## config.mk

```make
export PLATFORM = sky130hd
export DESIGN_NAME = id_ex_stage_flat
export DESIGN_NICKNAME = d
export VERILOG_FILES = /design/src/rtl/id_ex_stage_pkg.sv /design/src/rtl/id_ex_stage_if.sv /design/src/rtl/id_ex_stage_hazard_detect.sv /design/src/rtl/id_ex_stage.sv /design/src/flat_wrapper.sv
export SDC_FILE = /design/constraint.sdc
export NUM_CORES = 1
export LEC_CHECK = 0
export ABC_AREA = 1
export CAP_MARGIN = 10
export CORE_AREA = 2 2 124 126
export CTS_CLUSTER_DIAMETER = 50
export DETAILED_ROUTE_END_ITERATION = 16
export DIE_AREA = 0 0 126 128
export DONT_BUFFER_PORTS = 1
export HOLD_SLACK_MARGIN = 0.03
export PLACE_DENSITY = 0.74
export SETUP_SLACK_MARGIN = 0.3
export SYNTH_ARGS = -nofsm -noshare
export SYNTH_HDL_FRONTEND = slang
export SYNTH_SLANG_ARGS = --single-unit
export TNS_END_PERCENT = 20
```

## constraint.sdc

```tcl
create_clock -name clk_i -period 2.6 [get_ports clk_i]
set_input_delay 0.26 -clock clk_i [delete_from_list [all_inputs] [get_ports clk_i]]
set_output_delay 0.26 -clock clk_i [all_outputs]
set_load 0.02 [all_outputs]
```

## src/rtl/id_ex_stage_pkg.sv

```systemverilog
// Shared constants for the ID->EX pipeline register: control bit layout and widths.
package id_ex_stage_pkg;

  localparam int unsigned CTRL_W  = 8;
  localparam int unsigned FUNCT_W = 10;
  localparam int unsigned REG_AW  = 5;

  localparam int unsigned CTRL_REGWRITE = 7;
  localparam int unsigned CTRL_MEMTOREG = 6;
  localparam int unsigned CTRL_MEMREAD  = 5;
  localparam int unsigned CTRL_MEMWRITE = 4;
  localparam int unsigned CTRL_BRANCH   = 3;
  localparam int unsigned CTRL_ALUSRC   = 2;
  localparam int unsigned CTRL_ALUOP_HI = 1;
  localparam int unsigned CTRL_ALUOP_LO = 0;

  localparam logic [CTRL_W-1:0] CTRL_BUBBLE = '0;

  // A destination register matches a source only when it is not x0.
  function automatic logic rd_match(input logic [REG_AW-1:0] rd, input logic [REG_AW-1:0] rs);
    return (rd != '0) && (rd == rs);
  endfunction

endpackage

```

## src/rtl/id_ex_stage_if.sv

```systemverilog
// ID/WB/EX signal bundle of the ID->EX stage; master drives ID/WB side, slave is the stage.
interface id_ex_stage_if
  import id_ex_stage_pkg::*;
#(
  parameter int unsigned XLEN  = 32,
  parameter int unsigned CNT_W = 16
);
  logic                id_valid_i;
  logic [REG_AW-1:0]   RS1addr_i;
  logic [REG_AW-1:0]   RS2addr_i;
  logic [XLEN-1:0]     RS1data_i;
  logic [XLEN-1:0]     RS2data_i;
  logic                use_rs1_i;
  logic                use_rs2_i;
  logic [REG_AW-1:0]   RDaddr_i;
  logic [XLEN-1:0]     imm_i;
  logic [FUNCT_W-1:0]  funct_i;
  logic [CTRL_W-1:0]   ctrl_i;
  logic                wb_RegWrite_i;
  logic [REG_AW-1:0]   wb_RDaddr_i;
  logic [XLEN-1:0]     wb_RDdata_i;
  logic                flush_i;
  logic                ex_stall_i;

  logic                stall_o;
  logic                ex_valid_o;
  logic [XLEN-1:0]     ex_RS1data_o;
  logic [XLEN-1:0]     ex_RS2data_o;
  logic [REG_AW-1:0]   ex_RS1addr_o;
  logic [REG_AW-1:0]   ex_RS2addr_o;
  logic [REG_AW-1:0]   ex_RDaddr_o;
  logic [XLEN-1:0]     ex_imm_o;
  logic [FUNCT_W-1:0]  ex_funct_o;
  logic [CTRL_W-1:0]   ex_ctrl_o;
  logic [CNT_W-1:0]    bubble_cnt_o;

  modport master (
    output id_valid_i, RS1addr_i, RS2addr_i, RS1data_i, RS2data_i, use_rs1_i, use_rs2_i,
           RDaddr_i, imm_i, funct_i, ctrl_i, wb_RegWrite_i, wb_RDaddr_i, wb_RDdata_i,
           flush_i, ex_stall_i,
    input  stall_o, ex_valid_o, ex_RS1data_o, ex_RS2data_o, ex_RS1addr_o, ex_RS2addr_o,
           ex_RDaddr_o, ex_imm_o, ex_funct_o, ex_ctrl_o, bubble_cnt_o
  );

  modport slave (
    input  id_valid_i, RS1addr_i, RS2addr_i, RS1data_i, RS2data_i, use_rs1_i, use_rs2_i,
           RDaddr_i, imm_i, funct_i, ctrl_i, wb_RegWrite_i, wb_RDaddr_i, wb_RDdata_i,
           flush_i, ex_stall_i,
    output stall_o, ex_valid_o, ex_RS1data_o, ex_RS2data_o, ex_RS1addr_o, ex_RS2addr_o,
           ex_RDaddr_o, ex_imm_o, ex_funct_o, ex_ctrl_o, bubble_cnt_o
  );

endinterface

```

## src/rtl/id_ex_stage_hazard_detect.sv

```systemverilog
// Load-use hazard: a valid load in EX whose rd is read by the valid instruction in ID.
module id_ex_stage_hazard_detect
  import id_ex_stage_pkg::*;
(
  input  logic              ex_valid_i,
  input  logic              ex_mem_read_i,
  input  logic [REG_AW-1:0] ex_rd_i,
  input  logic              id_valid_i,
  input  logic              use_rs1_i,
  input  logic              use_rs2_i,
  input  logic [REG_AW-1:0] rs1_i,
  input  logic [REG_AW-1:0] rs2_i,
  output logic              lu_c
);

  always_comb begin
    lu_c = ex_valid_i & ex_mem_read_i & id_valid_i &
           ((use_rs1_i & rd_match(ex_rd_i, rs1_i)) |
            (use_rs2_i & rd_match(ex_rd_i, rs2_i)));
  end

endmodule

```

## src/rtl/id_ex_stage.sv

```systemverilog
// ID->EX pipeline register with WB->ID bypass, load-use stall/bubble, flush and bubble counter.
module id_ex_stage
  import id_ex_stage_pkg::*;
#(
  parameter int unsigned XLEN  = 32,
  parameter int unsigned CNT_W = 16
) (
  input  logic          clk_i,
  input  logic          rst_i,
  id_ex_stage_if.slave  bus
);

  logic                valid_q, valid_d;
  logic [XLEN-1:0]     rs1_data_q, rs1_data_d;
  logic [XLEN-1:0]     rs2_data_q, rs2_data_d;
  logic [REG_AW-1:0]   rs1_addr_q, rs1_addr_d;
  logic [REG_AW-1:0]   rs2_addr_q, rs2_addr_d;
  logic [REG_AW-1:0]   rd_addr_q, rd_addr_d;
  logic [XLEN-1:0]     imm_q, imm_d;
  logic [FUNCT_W-1:0]  funct_q, funct_d;
  logic [CTRL_W-1:0]   ctrl_q, ctrl_d;
  logic [CNT_W-1:0]    cnt_q, cnt_d;

  logic [XLEN-1:0]     op1_c, op2_c;
  logic                lu_c;

  // Register file has no internal bypass, so a same-cycle WB write is forwarded here.
  always_comb begin
    op1_c = bus.RS1data_i;
    op2_c = bus.RS2data_i;
    if (bus.wb_RegWrite_i && rd_match(bus.wb_RDaddr_i, bus.RS1addr_i)) op1_c = bus.wb_RDdata_i;
    if (bus.wb_RegWrite_i && rd_match(bus.wb_RDaddr_i, bus.RS2addr_i)) op2_c = bus.wb_RDdata_i;
  end

  id_ex_stage_hazard_detect u_hazard_detect (
    .ex_valid_i    (valid_q),
    .ex_mem_read_i (ctrl_q[CTRL_MEMREAD]),
    .ex_rd_i       (rd_addr_q),
    .id_valid_i    (bus.id_valid_i),
    .use_rs1_i     (bus.use_rs1_i),
    .use_rs2_i     (bus.use_rs2_i),
    .rs1_i         (bus.RS1addr_i),
    .rs2_i         (bus.RS2addr_i),
    .lu_c          (lu_c)
  );

  assign bus.stall_o = rst_i & (lu_c | bus.ex_stall_i) & ~bus.flush_i;

  // Priority: flush bubble, downstream hold, load-use bubble, normal capture.
  always_comb begin
    valid_d    = valid_q;
    rs1_data_d = rs1_data_q;
    rs2_data_d = rs2_data_q;
    rs1_addr_d = rs1_addr_q;
    rs2_addr_d = rs2_addr_q;
    rd_addr_d  = rd_addr_q;
    imm_d      = imm_q;
    funct_d    = funct_q;
    ctrl_d     = ctrl_q;
    cnt_d      = cnt_q;
    if (bus.flush_i) begin
      valid_d = 1'b0;
      ctrl_d  = CTRL_BUBBLE;
    end else if (bus.ex_stall_i) begin
      valid_d = valid_q;
    end else if (lu_c) begin
      valid_d = 1'b0;
      ctrl_d  = CTRL_BUBBLE;
      if (cnt_q != {CNT_W{1'b1}}) cnt_d = cnt_q + CNT_W'(1);
    end else begin
      valid_d    = bus.id_valid_i;
      ctrl_d     = bus.id_valid_i ? bus.ctrl_i : CTRL_BUBBLE;
      rs1_data_d = op1_c;
      rs2_data_d = op2_c;
      rs1_addr_d = bus.RS1addr_i;
      rs2_addr_d = bus.RS2addr_i;
      rd_addr_d  = bus.RDaddr_i;
      imm_d      = bus.imm_i;
      funct_d    = bus.funct_i;
    end
  end

  always_ff @(posedge clk_i) begin
    if (!rst_i) begin
      valid_q    <= 1'b0;
      rs1_data_q <= '0;
      rs2_data_q <= '0;
      rs1_addr_q <= '0;
      rs2_addr_q <= '0;
      rd_addr_q  <= '0;
      imm_q      <= '0;
      funct_q    <= '0;
      ctrl_q     <= '0;
      cnt_q      <= '0;
    end else begin
      valid_q    <= valid_d;
      rs1_data_q <= rs1_data_d;
      rs2_data_q <= rs2_data_d;
      rs1_addr_q <= rs1_addr_d;
      rs2_addr_q <= rs2_addr_d;
      rd_addr_q  <= rd_addr_d;
      imm_q      <= imm_d;
      funct_q    <= funct_d;
      ctrl_q     <= ctrl_d;
      cnt_q      <= cnt_d;
    end
  end

  assign bus.ex_valid_o   = valid_q;
  assign bus.ex_RS1data_o = rs1_data_q;
  assign bus.ex_RS2data_o = rs2_data_q;
  assign bus.ex_RS1addr_o = rs1_addr_q;
  assign bus.ex_RS2addr_o = rs2_addr_q;
  assign bus.ex_RDaddr_o  = rd_addr_q;
  assign bus.ex_imm_o     = imm_q;
  assign bus.ex_funct_o   = funct_q;
  assign bus.ex_ctrl_o    = ctrl_q;
  assign bus.bubble_cnt_o = cnt_q;

endmodule

```

## src/flat_wrapper.sv

```systemverilog
// flat-port wrapper written by rule: the top's interface ports become plain ports
module id_ex_stage_flat import id_ex_stage_pkg::*;
#(
  parameter int unsigned XLEN  = 32,
  parameter int unsigned CNT_W = 16
)
  (clk_i, rst_i, bus_id_valid_i, bus_RS1addr_i, bus_RS2addr_i, bus_RS1data_i, bus_RS2data_i, bus_use_rs1_i, bus_use_rs2_i, bus_RDaddr_i, bus_imm_i, bus_funct_i, bus_ctrl_i, bus_wb_RegWrite_i, bus_wb_RDaddr_i, bus_wb_RDdata_i, bus_flush_i, bus_ex_stall_i, bus_stall_o, bus_ex_valid_o, bus_ex_RS1data_o, bus_ex_RS2data_o, bus_ex_RS1addr_o, bus_ex_RS2addr_o, bus_ex_RDaddr_o, bus_ex_imm_o, bus_ex_funct_o, bus_ex_ctrl_o, bus_bubble_cnt_o);
  id_ex_stage_if #(.XLEN(XLEN), .CNT_W(CNT_W)) bus_i ();
  input  logic clk_i;
  input  logic rst_i;
  input wire logic [$bits(bus_i.id_valid_i)-1:0] bus_id_valid_i;
  input wire logic [$bits(bus_i.RS1addr_i)-1:0] bus_RS1addr_i;
  input wire logic [$bits(bus_i.RS2addr_i)-1:0] bus_RS2addr_i;
  input wire logic [$bits(bus_i.RS1data_i)-1:0] bus_RS1data_i;
  input wire logic [$bits(bus_i.RS2data_i)-1:0] bus_RS2data_i;
  input wire logic [$bits(bus_i.use_rs1_i)-1:0] bus_use_rs1_i;
  input wire logic [$bits(bus_i.use_rs2_i)-1:0] bus_use_rs2_i;
  input wire logic [$bits(bus_i.RDaddr_i)-1:0] bus_RDaddr_i;
  input wire logic [$bits(bus_i.imm_i)-1:0] bus_imm_i;
  input wire logic [$bits(bus_i.funct_i)-1:0] bus_funct_i;
  input wire logic [$bits(bus_i.ctrl_i)-1:0] bus_ctrl_i;
  input wire logic [$bits(bus_i.wb_RegWrite_i)-1:0] bus_wb_RegWrite_i;
  input wire logic [$bits(bus_i.wb_RDaddr_i)-1:0] bus_wb_RDaddr_i;
  input wire logic [$bits(bus_i.wb_RDdata_i)-1:0] bus_wb_RDdata_i;
  input wire logic [$bits(bus_i.flush_i)-1:0] bus_flush_i;
  input wire logic [$bits(bus_i.ex_stall_i)-1:0] bus_ex_stall_i;
  output wire logic [$bits(bus_i.stall_o)-1:0] bus_stall_o;
  output wire logic [$bits(bus_i.ex_valid_o)-1:0] bus_ex_valid_o;
  output wire logic [$bits(bus_i.ex_RS1data_o)-1:0] bus_ex_RS1data_o;
  output wire logic [$bits(bus_i.ex_RS2data_o)-1:0] bus_ex_RS2data_o;
  output wire logic [$bits(bus_i.ex_RS1addr_o)-1:0] bus_ex_RS1addr_o;
  output wire logic [$bits(bus_i.ex_RS2addr_o)-1:0] bus_ex_RS2addr_o;
  output wire logic [$bits(bus_i.ex_RDaddr_o)-1:0] bus_ex_RDaddr_o;
  output wire logic [$bits(bus_i.ex_imm_o)-1:0] bus_ex_imm_o;
  output wire logic [$bits(bus_i.ex_funct_o)-1:0] bus_ex_funct_o;
  output wire logic [$bits(bus_i.ex_ctrl_o)-1:0] bus_ex_ctrl_o;
  output wire logic [$bits(bus_i.bubble_cnt_o)-1:0] bus_bubble_cnt_o;
  assign bus_i.id_valid_i = bus_id_valid_i;
  assign bus_i.RS1addr_i = bus_RS1addr_i;
  assign bus_i.RS2addr_i = bus_RS2addr_i;
  assign bus_i.RS1data_i = bus_RS1data_i;
  assign bus_i.RS2data_i = bus_RS2data_i;
  assign bus_i.use_rs1_i = bus_use_rs1_i;
  assign bus_i.use_rs2_i = bus_use_rs2_i;
  assign bus_i.RDaddr_i = bus_RDaddr_i;
  assign bus_i.imm_i = bus_imm_i;
  assign bus_i.funct_i = bus_funct_i;
  assign bus_i.ctrl_i = bus_ctrl_i;
  assign bus_i.wb_RegWrite_i = bus_wb_RegWrite_i;
  assign bus_i.wb_RDaddr_i = bus_wb_RDaddr_i;
  assign bus_i.wb_RDdata_i = bus_wb_RDdata_i;
  assign bus_i.flush_i = bus_flush_i;
  assign bus_i.ex_stall_i = bus_ex_stall_i;
  assign bus_stall_o = bus_i.stall_o;
  assign bus_ex_valid_o = bus_i.ex_valid_o;
  assign bus_ex_RS1data_o = bus_i.ex_RS1data_o;
  assign bus_ex_RS2data_o = bus_i.ex_RS2data_o;
  assign bus_ex_RS1addr_o = bus_i.ex_RS1addr_o;
  assign bus_ex_RS2addr_o = bus_i.ex_RS2addr_o;
  assign bus_ex_RDaddr_o = bus_i.ex_RDaddr_o;
  assign bus_ex_imm_o = bus_i.ex_imm_o;
  assign bus_ex_funct_o = bus_i.ex_funct_o;
  assign bus_ex_ctrl_o = bus_i.ex_ctrl_o;
  assign bus_bubble_cnt_o = bus_i.bubble_cnt_o;
  id_ex_stage #(.XLEN(XLEN), .CNT_W(CNT_W)) u_core (.clk_i(clk_i), .rst_i(rst_i), .bus(bus_i));
endmodule
```

==> run metrics, run 1 <==
H-tree depth=4; worst hold path depth=2; Slew headroom=about three fifths; initial antenna violation count=0; Slew Viols, Final=0; Starting Density=a little under 50%; Final setup viols=0; worst r2r src=u_core.bus.bubble_cnt_o[0]; total of max-cap violations=0; FF+latch count, synth=146; share of the yosys chip area belonging to registers=40.4%; core footprint=~15,000 µm²; r2r setup slk=0.49 ns; # IOs=approximately 320; TritonCTS clock tree=yes; synth top area cells=dfxtp_1, nand2_1, nor2_1, nand3_1, nand4_1; PD cells=641 nW/µm²; most numerous cell in the Yosys netlist=nand2_1; Final period util=81.5%; final setup margin=between 0.4 and 0.5 ns; Area growth syn-to-layout=19.8%; Vias per Instance=5.34; maximum fanout along the worst path=18; Crit path required time=2.34 ns; TNS Setup=0 ns; Critical Path AT=1.86 ns; DP Wirelength=15.2 mm; Cell Rows=45; status=complete, no violations; Post-synth EDFFs=0; Final Hold Viols=0; largest net degree at the start of global routing=109; yosys warns=0; RSZ-0062 raised after global routing=no; VDD IR max=0.000436 V; post-route minimum period=2.12 ns; via count=7,387; Die ar.=roughly 16,000 µm²; Inserted Diodes=0; Clock Sinks=146; Skew-Pair Late Insertion Delay=0.42 ns; Synth Cell Area=7230 µm²; Die Y=128 µm; Reg clk slew, reported paths=about 0.070 ns; GPL Wtd Cong=roughly 0.87; async set-reset flop share out of synthesis=0%; DRC errors left=0; post-synth top area cell=dfxtp_1; synth unique cells=26; worst-margin pin slew=0.614 ns; crit path kind=register to primary output; layout cells sized above 1=6.44%; Post-synth top cells=nand2_1, nor2_1, dfxtp_1, inv_1, nand3_1; # nets final=1,357; reg2reg path depth=10; vias in the first global route=a little under 7,000; Critical Path Source Type=register; Max Clock Freq=0.472 GHz; CTS buffer count=17; DP Worst Slack=0.507 ns; Post-Syn Nets=approximately 1,300; total track usage=between 20% and 30%; Final Routed Wirelength=24.0 mm; first-pass GRT wire length=36.1 mm; syn avg cell area=around 6.3 µm²; Yosys top cell area share=40.4%; drt pass-1 iters=7; Congestion Overflow GR=0; final setup skew=0.0101 ns; Root Driver=clkbuf_16; maximum clock insertion buffer count=2; Lkg Pwr=approximately 4 nW; antenna viol nets, final=0; min-delay src=bus_funct_i[5]; DR WL/cell=17.3 µm; Worst Setup SP=u_core.bus.ex_RDaddr_o[4]; I/O Buffers=0; number of DRC markers in iteration 0=638; Gate Count Post-Synth=1,147; Main synth FF type=dfxtp_1; worst min-delay path category=input pin to register; hold_ws=0.0499 ns; Die W=between 100 and 150 µm; CP endpoint kind=primary output
==> worst max-delay path, cell delays in order (launching register included) <==
cell and delay (ns):
dfxtp_4 0.41, inv_2 0.07, nand2_1 0.07, nand2_1 0.05, nor2_1 0.10, nand3_1 0.11, nand2_2 0.12, nand2_4 0.07
buf_12 0.15, a21oi_1 0.13, buf_4 0.16
==> stage by stage <==
step	cells	power [mW]	area [µm²]	util, %
after floorplan	1147	3.01	7230	-
after global placement	1276	3.11	7290	49.0
after detailed placement	1276	3.12	7290	49.0
after CTS	1380	5.58	8600	57.9
after global routing	1383	5.77	8660	58.3
final	1383	5.55	8660	58.3
==> routing by layer <==
| metal | part of all wire, % | track usage (%) |
|---|---|---|
| met5 | 0 | 0 |
| met4 | 2.3 | 10.9 |
| met3 | 11 | 10.4 |
| met2 | 49 | 48.5 |
| met1 | 38 | 31.6 |
==> logic make-up after synthesis <==
logic type               after synthesis  synth area share [%]
AND/OR/NAND/NOR                      737                  42.4
buffers and inverters                175                  10.1
flip-flops                           146                  40.4
AO/OA/AOI/OAI                         74                  5.19
XOR/XNOR                              14                  1.70
adder cells (fa/ha/maj)                1                 0.173
==> sequential cells by signal (all words and copies together), names as in the netlist, 8 cells and up <==
register and flops:
u_core.bus.ex_imm_o 32, u_core.bus.ex_ctrl_o 8, u_core.bus.ex_RS2data_o 32, u_core.bus.ex_RS1data_o 32
u_core.bus.ex_funct_o 10, u_core.bus.bubble_cnt_o 16
==> power by group <==
group          switching [mW]  internal [mW]  leakage (nW)
sequential              0.234           2.35          1.20
combinational           0.379          0.241          2.55
clock                    1.08           1.26         0.265
total                    1.70           3.85          4.02
==> layout make-up <==
class	count	area, µm²
clock buffer	17	425
clock inverter	15	136
fill	1390	6200
inverter	100	375
multi-input combinational	826	3610
sequential	146	2940
tap	188	235
timing repair buffer	91	936
==> path summary, 6_finish.rpt <==
| path | end |
|---|---|
| min reg2reg | u_core.bus.ex_funct_o[5] |
| max | bus_stall_o |
| min | u_core.bus.ex_funct_o[5] |
| max reg2reg | u_core.bus.bubble_cnt_o[5] |
==> placed cells by master (no fill, tap or decap), types with 15 or more instances in the layout <==
master	instances
a21oi_1	70
dfxtp_1	141
clkbuf_16	18
nor2_1	165
nand3_1	79
inv_1	87
buf_4	15
dlygate4sd3_1	71
nand4_1	64
nand2_1	410
==> what timing repair did <==
| item | in CTS | in global routing |
|---|---|---|
| resized for setup | 8 | 10 |
| hold endpoints to repair | 136 | 0 |
| pin swaps | 0 | 3 |
| gates cloned | 0 | 1 |
| hold buffers | 72 | 0 |
| endpoints found under the setup margin | 1 | 9 |
| buffers inserted | 0 | 2 |
No activity file was read; power rests on OpenSTA's default activity.
==> inputs of run 2 (changes only) <==
--- a/config.mk
+++ b/config.mk
@@ -13,7 +13,7 @@
 export DIE_AREA = 0 0 126 128
 export DONT_BUFFER_PORTS = 1
 export HOLD_SLACK_MARGIN = 0.03
-export PLACE_DENSITY = 0.74
+export PLACE_DENSITY = 0.76
 export SETUP_SLACK_MARGIN = 0.3
 export SYNTH_ARGS = -nofsm -noshare
 export SYNTH_HDL_FRONTEND = slang
==> constraint.sdc (replaced) <==
create_clock -name clk_i -period 1.84 [get_ports clk_i]
set_input_delay 0.184 -clock clk_i [delete_from_list [all_inputs] [get_ports clk_i]]
set_output_delay 0.184 -clock clk_i [all_outputs]
set_load 0.02 [all_outputs]
==> run 2 against run 1 <==
Net effect:
- the run now ends with hold timing, setup timing left
- highest routed layer unchanged
- critical path depth rose by 3
- clock-buffer cell count unchanged
- core utilization grew 14 points
- first-iteration DRC count rose by 52%
- sequential cell count is the same
- non-clock buffer count grew 68
- sequential share of layout area is 6.4 points lower
- clock skew increased by 0.0015 ns
- power rose by 54%
- global-route usage is 4.5 points higher
- via count grew 13%
- final area grew 23%
==> run metrics, run 2 (synthesis results as in run 1) <==
vias in the first global route=7,732; layout cells sized above 1=24.6%; via count=8,349; Congestion Overflow GR=0; crit path cell chain=inv_4 > nand2_1 > nand2_2 > nor2_2 > nand3_2 > nand2_2 > nand2_4 > buf_6 > nand3_4 > buf_12 > clkbuf_16 > nand2_4 > a21oi_2; Slew Viols, Final=0; Crit path required time=~2.2 ns; largest net degree at the start of global routing=80; r2r setup slk=-0.19 ns; GRT busiest layer=met2; reg2reg path depth=13; Max Clock Freq=just under 0.5 GHz; Skew-Pair Late Insertion Delay=0.42 ns; failing checks=hold timing, setup timing; grt met3 use=12.1%; Slowest-stage cell, CP=dfxtp_4; Vias per Instance=between 5 and 6; most frequent cells in the layout=nand2_1, dfxtp_1, nor2_1, inv_1, nand3_1; Clock Sinks=146; Critical Path Source Type=register; leading cell type in the layout, fill and taps excluded=nand2_1; CP endpoint kind=register; total of max-cap violations=0; Cell Rows=45; GR Layer Usage met1=37.2%; drt pass-1 iters=7; FILL cells=~1,000; GPL Wtd Cong=0.907; Reg-to-Reg End=u_core.bus.ex_RS2addr_o[4]; Area growth syn-to-layout=47.9%; Slew headroom=62.9%; TNS Setup=-4.41 ns; min-delay src=rst_i; worst r2r src=u_core.bus.ex_RDaddr_o[0]; Pwr Total=8.56 mW; H-tree depth=4; Final Routed Wirelength=approximately 30 mm; DR WL/cell=20.8 µm; maximum fanout along the worst path=7; DP Wirelength=approximately 16 mm; crit path kind=register to register; Final period util=110%; total track usage=32.6%; hold_ws=-0.117 ns; crit-path leading delay family=simple AND/OR/NAND/NOR gates; Starting Density=48.6%; crit-path max cell delay=0.41 ns; Critical Path AT=roughly 2.4 ns; worst min-delay path category=input pin to register; # IOs=321; WP buf/inv=4; Lkg Pwr=4.79 nW; utilization after layout=a little under three quarters; DRC errors left=0; maximum clock insertion buffer count=2; number of DRC markers in iteration 0=between 900 and 1,000; CTS buffer count=17; Die ar.=16,100 µm²; # nets final=1,426; worst hold path depth=2; first-pass GRT wire length=41.6 mm; storage element area=approximately 2900 µm²; Final setup viols=92; initial antenna violation count=0; antenna viol nets, final=0; core footprint=14,900 µm²; status=finished, violations left; TritonCTS clock tree=yes; Die W=126 µm; worst-margin pin slew=approximately 0.56 ns; VDD IR max=0.000606 V; final setup margin=-0.192 ns; post-route minimum period=2.03 ns; hold endpoint=u_core.bus.ex_RS1data_o[0]; final setup skew=0.0116 ns; Reg clk slew, reported paths=0.07 ns; Multi-input gate area=4410 µm²; met2 Use GR=56.1%; Die Y=128 µm; Final Hold Viols=71; RSZ-0062 raised after global routing=yes; Root Driver=clkbuf_16; DP Worst Slack=0.129 ns; PD cells=801 nW/µm²; I/O Buffers=0
[run 2: per-layer routing]
layer  wire length, µm  share of wire [%]
met5                 0                  0
met4              1480                4.9
met3              3690                 12
met2             14500                 48
met1             10500                 35
[run 2: worst max-delay path by stage]
stage	start	endpoint	slack, ns	cells past startpoint
after floorplan	u_core.bus.bubble_cnt_o[0]	u_core.bus.bubble_cnt_o[1]	0.28	9
after global placement	u_core.bus.ex_RDaddr_o[0]	u_core.bus.ex_RS1data_o[18]	0.16	12
after detailed placement	u_core.bus.ex_RDaddr_o[0]	u_core.bus.ex_RS1data_o[13]	0.13	12
after CTS	u_core.bus.ex_RDaddr_o[0]	bus_stall_o	-0.03	9
after global routing	u_core.bus.ex_RDaddr_o[4]	u_core.bus.ex_RS2addr_o[4]	-0.26	13
final	u_core.bus.ex_RDaddr_o[0]	u_core.bus.ex_RS2addr_o[4]	-0.19	13
[run 2: area by class of cell]
cell class / instances / share of cell area, %
diodes: 1 / 0.0234
clock buffers: 17 / 3.98
clock inverters: 15 / 1.58
inverters: 100 / 3.61
multi-input cells: 827 / 41.2
flip-flops and latches: 146 / 27.6
well taps: 188 / 2.20
repair buffers: 159 / 19.8
[run 2: worst register-to-register path, stage by stage, from the launching register on]
cell,delay (ns)
dfxtp_4,0.41
inv_4,0.06
nand2_1,0.09
nand2_2,0.07
nor2_2,0.10
nand3_2,0.09
nand2_2,0.11
nand2_4,0.07
buf_6,0.14
nand3_4,0.10
buf_12,0.19
clkbuf_16,0.20
nand2_4,0.05
a21oi_2,0.25
[run 2: through the flow]
| stage | cells | hold WS, ns | cell area, µm² |
|---|---|---|---|
| 3_5_place_dp | 1302 | 0.314 | 7600 |
| 5_1_grt | 1452 | -0.145 | 10700 |
| 3_3_place_gp | 1302 | 0.314 | 7600 |
| 4_1_cts | 1438 | -0.140 | 10200 |
| 6_report | 1453 | -0.117 | 10700 |
| 2_1_floorplan | 1147 | 0.318 | 7290 |
[run 2: power by group]
group | switching [mW] | internal, mW
Sequential | 0.341 | 3.32
Combinational | 0.741 | 0.592
Clock | 1.53 | 2.04
[run 2: timing repair]
item,4_1_cts,5_1_grt
setup buffers,20,5
endpoints found under the setup margin,136,147
gates cloned,19,7
gates resized for setup,175,82
hold buffers,65,2
pin swaps,116,70
endpoints found under the hold margin,138,77
